===== src/rtl/hazard_stall_unit.sv =====
// Stall/halt controller for the no-forwarding 5-stage pipeline: RAW scoreboard over EX/MEM/WB
// plus HALT drain sequencing.
module hazard_stall_unit #(
    parameter int unsigned DATA    = 32,
    parameter int unsigned REGADDR = 5
) (
    input  logic               clk,
    input  logic               reset_n,
    input  logic               id_valid,
    input  logic [REGADDR-1:0] id_rs,
    input  logic [REGADDR-1:0] id_rt,
    input  logic               id_uses_rs,
    input  logic               id_uses_rt,
    input  logic [REGADDR-1:0] id_rd,
    input  logic               id_writes_reg,
    input  logic               id_is_halt,
    input  logic               branchTaken,
    output logic               hazardDetected,
    output logic               haltSignal,
    output logic               flush_ifid,
    output logic               bubble_idex,
    output logic               pipe_done,
    output logic [DATA-1:0]    stall_count
);

    typedef enum logic [1:0] {StRun, StDrain, StHalted} state_t;

    state_t state_q, state_d;

    logic               ex_wr_q, ex_halt_q;
    logic [REGADDR-1:0] ex_rd_q;
    logic               mem_wr_q, mem_halt_q;
    logic [REGADDR-1:0] mem_rd_q;
    // WB only ever needs its halt bit: the register file resolves WB-to-ID in the same cycle.
    logic               wb_halt_q;

    logic               halt_q, done_q;
    logic [DATA-1:0]    count_q;

    logic run, ex_match, mem_match, issue;

    assign run = (state_q == StRun);

    assign ex_match = ex_wr_q && (ex_rd_q != '0) &&
                      ((id_uses_rs && (id_rs == ex_rd_q)) || (id_uses_rt && (id_rt == ex_rd_q)));
    assign mem_match = mem_wr_q && (mem_rd_q != '0) &&
                       ((id_uses_rs && (id_rs == mem_rd_q)) || (id_uses_rt && (id_rt == mem_rd_q)));

    assign hazardDetected = id_valid && run && !branchTaken && (ex_match || mem_match);
    assign flush_ifid     = branchTaken && run;
    assign bubble_idex    = hazardDetected || flush_ifid || !run;
    assign issue          = id_valid && run && !hazardDetected && !branchTaken;

    assign haltSignal  = halt_q;
    assign pipe_done   = done_q;
    assign stall_count = count_q;

    always_comb begin
        state_d = state_q;
        unique case (state_q)
            StRun:    if (issue && id_is_halt) state_d = StDrain;
            StDrain:  if (wb_halt_q) state_d = StHalted;
            StHalted: state_d = StHalted;
            default:  state_d = StRun;
        endcase
    end

    always_ff @(posedge clk or negedge reset_n) begin
        if (!reset_n) begin
            state_q    <= StRun;
            ex_wr_q    <= 1'b0;
            ex_rd_q    <= '0;
            ex_halt_q  <= 1'b0;
            mem_wr_q   <= 1'b0;
            mem_rd_q   <= '0;
            mem_halt_q <= 1'b0;
            wb_halt_q  <= 1'b0;
            halt_q     <= 1'b0;
            done_q     <= 1'b0;
            count_q    <= '0;
        end else begin
            state_q    <= state_d;
            ex_wr_q    <= issue && id_writes_reg && (id_rd != '0) && !id_is_halt;
            ex_rd_q    <= issue ? id_rd : '0;
            ex_halt_q  <= issue && id_is_halt;
            mem_wr_q   <= ex_wr_q;
            mem_rd_q   <= ex_rd_q;
            mem_halt_q <= ex_halt_q;
            wb_halt_q  <= mem_halt_q;
            halt_q     <= halt_q || (issue && id_is_halt);
            done_q     <= (state_d == StHalted);
            if (hazardDetected && (count_q != '1)) begin
                count_q <= count_q + DATA'(1);
            end
        end
    end

endmodule


===== config.mk =====
export PLATFORM = sky130hd
export DESIGN_NAME = hazard_stall_unit
export DESIGN_NICKNAME = d
export VERILOG_FILES = /design/src/rtl/hazard_stall_unit.sv
export SDC_FILE = /design/constraint.sdc
export NUM_CORES = 1
export LEC_CHECK = 0
export ABC_AREA = 1
export CAP_MARGIN = 10
export CORE_MARGIN = 10
export CORE_UTILIZATION = 55
export CTS_BUF_LIST = sky130_fd_sc_hd__clkbuf_8
export DETAILED_ROUTE_END_ITERATION = 8
export PLACE_DENSITY = 0.86
export SLEW_MARGIN = 15
export SYNTH_ARGS = -nofsm -noshare
export SYNTH_HDL_FRONTEND = slang
export SYNTH_SLANG_ARGS = --single-unit

===== constraint.sdc =====
create_clock -name clk -period 3.5 [get_ports clk]
set_clock_uncertainty 0.2 [all_clocks]
set_input_delay 0.525 -clock clk [delete_from_list [all_inputs] [get_ports clk]]
set_output_delay 0.525 -clock clk [all_outputs]
set_load 0.01 [all_outputs]

==> results of run 1 <==
[path summary, 6_finish.rpt]
kind,from,end,slack [ns],depth (start not counted)
hold reg to reg,ex_halt_q$_DFF_PN0_,mem_halt_q$_DFF_PN0_,0.16,0
max in group asynchronous,reset_n,mem_rd_q[1]$_DFF_PN0_,2.62,1
setup reg to reg,stall_count[0]$_DFFE_PN0P_,stall_count[14]$_DFFE_PN0P_,0.73,10
hold / removal,reset_n,stall_count[1]$_DFFE_PN0P_,0.04,1
setup / recovery,id_rt[4],bubble_idex,0.44,12
min in group clk,ex_halt_q$_DFF_PN0_,mem_halt_q$_DFF_PN0_,0.16,0
[synth_stat cells, drive strengths merged]
library cell / instances / area [um^2]
nand2: 227 / 855
nor2: 76 / 298
dfrtp: 51 / 1280
inv: 41 / 154
nand4: 36 / 231
nand3b: 15 / 113
nand3: 11 / 65.1
xor2: 11 / 96.3
buf: 6 / 48.8
clkbuf: 6 / 22.5
xnor2: 4 / 35.0
a21oi: 3 / 15.0
o21ai: 3 / 15.0
nor3: 2 / 10.0
clkinv: 1 / 3.75
ha: 1 / 12.5
o311ai: 1 / 8.76
or3b: 1 / 8.76
[layout make-up]
class / count / share of cell area [%]
multi-input combinational: 391 / 43.7
sequential: 51 / 31.7
timing repair buffer: 64 / 15.5
inverter: 42 / 3.91
tap: 75 / 2.33
clock buffer: 5 / 1.71
clock inverter: 3 / 1.15
[layout by cell type, fill, tap and decap left out]
cell               n
xnor2_1            4
clkinv_1           1
nor2_2             2
xor2_1            11
inv_2              5
ha_1               1
clkbuf_8           5
inv_6              1
nand4_2            1
nand3_1            9
nand2_1          226
nor2_4             1
nand3_2            2
nand3b_1          15
clkdlybuf4s50_1   58
o21ai_0            3
bufinv_16          1
nor3_1             2
inv_1             36
nor2_1            73
clkinvlp_4         1
a21oi_1            3
or3b_2             1
nand2_2            1
buf_4              6
o311ai_0           1
nand4_1           35
dfrtp_1           51
[through the flow]
step | cells | util, %
6_report | 631 | 68.9
5_1_grt | 631 | 68.9
4_1_cts | 631 | 68.9
3_5_place_dp | 623 | 66.9
3_3_place_gp | 623 | 66.9
2_1_floorplan | 496 | -
[metal layers]
metal | up-vias | routed length (um) | GRT usage [%]
met2 | 134 | 4580 | 33.7
met5 | - | 0 | 0
met4 | 0 | 369 | 8.85
li1 | 1677 | - | -
met3 | 27 | 688 | 4.20
met1 | 1555 | 3860 | 23.5
[registers in the layout, indices dropped and copies added (netlist names)]
register	count
ex_halt_q	1
ex_rd_q	5
ex_wr_q	1
haltSignal	1
mem_halt_q	1
mem_rd_q	5
mem_wr_q	1
pipe_done	1
stall_count	32
state_q	2
wb_halt_q	1
[logic make-up after synthesis]
group	after synthesis	share of synthesized area [%]
AND/OR/NAND/NOR	368	48.4
buffers and inverters	54	7.01
adder cells (fa/ha/maj)	1	0.383
flip-flops	51	39.1
XOR/XNOR	15	4.02
AO/OA/AOI/OAI	7	1.19
[where the power goes]
part / internal [W] / switching, W / total [W]
registers: 0.000589 / 0 / 0.000589
logic: 0.0000296 / 0.0000336 / 0.0000631
clock network: 0.000216 / 0.000202 / 0.000418
total: 0.000834 / 0.000236 / 0.00107
==> qor.csv, run 1 <==
metric,value,unit
fin_nets,579,
drt-initial-drc-count,267,
postSynthCellCount,496,
ant_nets,0,
grt_max_degree,52,
die_w,97.1,um
crit_path_end_kind,output pin,
grt_usage,19.9,%
dp_slack,0.476,ns
cts_made_buffers,5,
path_cells,"clkdlybuf4s50_1, inv_1, nand2_1, nand2_1, nor2_1, nand3_1, nand2_1, nand2_1, nand2_2, nand2_1, nand3_1, clkdlybuf4s50_1",
pwr_density_cell,265,nW/um^2
finalHoldViolations,0,
synth_nets,520,
grt_antenna_before_repair,0,
status,"complete, no violations",
die_h,97.1,um
yosys_warnings,0,
critPathRequiredTime,2.77,ns
rows,28,
min-delay-path-class,input pin to asynchronous set/reset pin,
hold_buffers,0,
syn_area,3270,um^2
cp-start-kind,input pin,
ys_seq_area_share,39.1,%
detail_route.wl_per_cell,15.1,um
design_area,4030,um^2
tns,0,ns
path_class,input pin to output pin,
slew_viol_final,0,
start_util,55.9,%
insertion_delay,0.30,ns
vdd_drop_max,227,uV
synth_cell_type_count,25,
hold_ws,0.0406,ns
path_buf_inv,3,
core-area,5850,um^2
drc,0,
clockBufferDepth,2,
fillCellCount,518,
max_slew_margin,56.7,%
vias_per_cell,5.38,
place_congestion,0.960,
rsz0062_at_grt,no,
min_period_over_period,87.3,%
fmax,0.327,GHz
crit_path_top_delay_cell,clkdlybuf4s50_1,
period_needed,3.06,ns
syn_area_per_cell,6.59,um^2
cts_tree,built,
tightest_slew,0.650,ns
portBuffers,59,
pin_count,60,
seq_area,1280,um^2
cts_resized,0,
cts_setup_buffers,0,
routed-via-count,3393,
placed_cell_area,3910,um^2
die-area,9430,um^2
fin_ws,0.444,ns
critPathMaxStageDelay,0.53,ns
grt_first_pass_wirelength,16000,um
routed_wl,9500,um
p_leak,1.99,nW
gr-total-overflow,0,
setup_viol,0,
cts_max_level,2,
multiInputGateArea,1760,um^2
path_max_fanout,3,
path_clk_slew,0.09,ns
cts.sinks,51,
synth_seq_cells,51,
critPathTopFamily,buffers and inverters,
first_pass_iters,5,
antennaDiodeCount,0,
drv_cap,0,
drive_gt1_share,4.86,%
grt_pass1_vias,3368,
power.total,0.00107,W
cts_root_buffer,clkbuf_8,
cp.arrival,2.33,ns
path_common_cell,nand2_1,
area_growth,23.4,%
hpwl,7240,um
No activity file was read; power rests on OpenSTA's default activity.
==> run 2, diff against run 1 <==
==> constraint.sdc (replaced) <==
create_clock -name clk -period 3.28 [get_ports clk]
set_clock_uncertainty 0.2 [all_clocks]
set_input_delay 0.492 -clock clk [delete_from_list [all_inputs] [get_ports clk]]
set_output_delay 0.492 -clock clk [all_outputs]
set_load 0.01 [all_outputs]
==> run 2 against run 1 <==
The flow now finishes with violations (hold timing). Largest cell class unchanged. Combinational power increased by 5.5%. Sequential share of layout area increased by 0.12 points. Final area decreased by 0.37%. First-iteration DRC count decreased by 9.7%. Via count decreased by 0.29%. Clock power decreased by 11%. Non-clock buffer count increased by 1. Core utilization decreased by 0.26 points. Sequential power increased by 6.6%. Cell count increased by 0.16%. Hold slack got worse by 0.045 ns. Total power decreased by 0.25%.
==> qor.csv, run 2 (synthesized netlist as in run 1, its figures left out) <==
metric,value,unit,change
status,finished with violations,,
violations,hold timing,,
die-area,9430,um^2,unchanged
drive_gt1_share,5.03,%,+0.17 points
fmax,0.338,GHz,
r2r_cells,11,,+1
antennaDiodeCount,0,,unchanged
gr-total-overflow,0,,unchanged
pwr_density_cell,266,nW/um^2,+0.12%
path_common_cell,nand2_1,,
fin_nets,580,,+0.17%
r2r_end,stall_count[16]$_DFFE_PN0P_,,
min-delay-path-class,input pin to asynchronous set/reset pin,,
p_leak,1.98,nW,-0.49%
routed_wl,9510,um,about the same
pin_count,60,,unchanged
critPathMaxStageDelay,0.54,ns,about the same
cp-start-kind,input pin,,
critPathTopFamily,buffers and inverters,,
rsz0062_at_grt,no,,
final_common_cell,nand2_1,,
period_needed,2.96,ns,
grt_antenna_before_repair,0,,unchanged
crit_path_top_delay_cell,clkdlybuf4s50_1,,
min_period_over_period,90.2,%,
cts_root_buffer,clkbuf_8,,
stdcell_count,632,,+0.16%
slew_viol_final,0,,unchanged
drt-initial-drc-count,241,,-9.7%
path_clk_slew,0.10,ns,about the same
ff2ff_setup_slack,0.78,ns,+0.05 ns
routed-via-count,3383,,-0.29%
core-area,5850,um^2,unchanged
detail_route.wl_per_cell,15.0,um,about the same
rows,28,,unchanged
design_area,4020,um^2,-0.37%
grt_max_degree,52,,unchanged
drv_cap,0,,unchanged
tns,0,ns,unchanged
setup_viol,0,,unchanged
path_buf_inv,3,,unchanged
cts_max_level,2,,unchanged
ant_nets,0,,unchanged
grt_first_pass_wirelength,16300,um,+1.8%
vdd_drop_max,168,uV,-26%
insertion_delay,0.31,ns,about the same
place_congestion,0.944,,-1.7%
grt_pass1_vias,3399,,+0.92%
path_cells,"clkdlybuf4s50_1, inv_1, nand2_1, nand2_1, nor2_1, nand3_1, nand2_1, nand2_1, nand2_2, nand2_1, nand3_1, clkdlybuf4s50_1",,
cts_made_buffers,5,,unchanged
power.total,0.00107,W,-0.25%
cts_setup_buffers,0,,unchanged
critPathRequiredTime,2.59,ns,-0.18 ns
cp.arrival,2.27,ns,-0.06 ns
place_inst,624,,+0.16%
cts_tree,built,,
hpwl,7340,um,+1.3%
hold_buffers,0,,unchanged
placed_cell_area,3920,um^2,+0.19%
path_class,input pin to output pin,,
r2r-start,stall_count[0]$_DFFE_PN0P_,,
final_cell_mix,"nand2_1, nor2_1, clkdlybuf4s50_1",,
path_max_fanout,3,,unchanged
clockBufferDepth,2,,unchanged
cts.sinks,51,,unchanged
crit_path_end_kind,output pin,,
portBuffers,59,,unchanged
tightest_slew,0.639,ns,-0.0115 ns
start_util,55.9,%,unchanged
largest_register_ffs,32,,unchanged
vias_per_cell,5.35,,-0.45%
drc,0,,unchanged
first_pass_iters,4,,-1
max_slew_margin,57.4,%,+0.77 points
area_growth,22.9,%,
cts_resized,0,,unchanged
die_w,97.1,um,unchanged
fillCellCount,521,,+0.58%
finalHoldViolations,4,,+4
die_h,97.1,um,unchanged
hold_ws,-0.00416,ns,-0.0447 ns
grt_usage,20.3,%,+0.46 points
==> run 2: cell count changes in the layout (fill, tap and decap cells not counted) <==
cell	before	now
buf_4	6	7
clkinvlp_4	1	2
bufinv_16	1	0
==> run 2: per-layer routing <==
layer	wire, um	vias up	global-route usage (%)
li1	-	1683	-
met1	4000	1548	24.3
met2	4690	129	34.8
met3	536	23	4.20
met4	277	0	7.83
met5	0	-	0
==> run 2: how the worst max path moves through the flow <==
stage / end / depth (start not counted) / from / slack, ns
floorplan: stall_count[2]$_DFFE_PN0P_ / 10 / stall_count[0]$_DFFE_PN0P_ / 1.29
global placement: bubble_idex / 12 / id_rs[3] / 0.31
detailed placement: bubble_idex / 12 / id_rt[4] / 0.32
CTS: bubble_idex / 12 / id_rt[4] / 0.32
global route: bubble_idex / 12 / id_rt[3] / 0.14
finish: bubble_idex / 12 / id_rt[4] / 0.32
==> run 2: cell type report <==
cell class	count	area [um^2]	share of cell area, %
clock buffer	5	68.8	1.71
tap	75	93.8	2.34
sequential	51	1280	31.8
inverter	42	158	3.93
multi-input combinational	391	1760	43.9
clock inverter	3	23.8	0.592
timing repair buffer	65	633	15.8
==> run 2: through the flow <==
step                utilization, %  hold WS (ns)  setup WS (ns)
floorplan                        -      -0.00359           1.29
global placement              67.0         0.133          0.315
detailed placement            67.0         0.136          0.323
finish                        68.6      -0.00416          0.322
global route                  68.6        0.0415          0.140
CTS                           68.6         0.160          0.317
==> run 2: worst reg2reg max path, delay by kind of cell, from the launching register on <==
| family | cells | cell delay (ns) |
|---|---|---|
| and+or+nand+nor | 8 | 0.99 |
| DFF | 1 | 0.45 |
| adders and majority gates | 1 | 0.34 |
| buffers and inverters | 2 | 0.46 |
==> run 2: power breakdown <==
part	total [W]	internal [W]	switching [W]
registers	0.000628	0.000628	0
logic	0.0000666	0.0000315	0.0000351
clock network	0.000372	0.000153	0.000219
total	0.00107	0.000813	0.000254
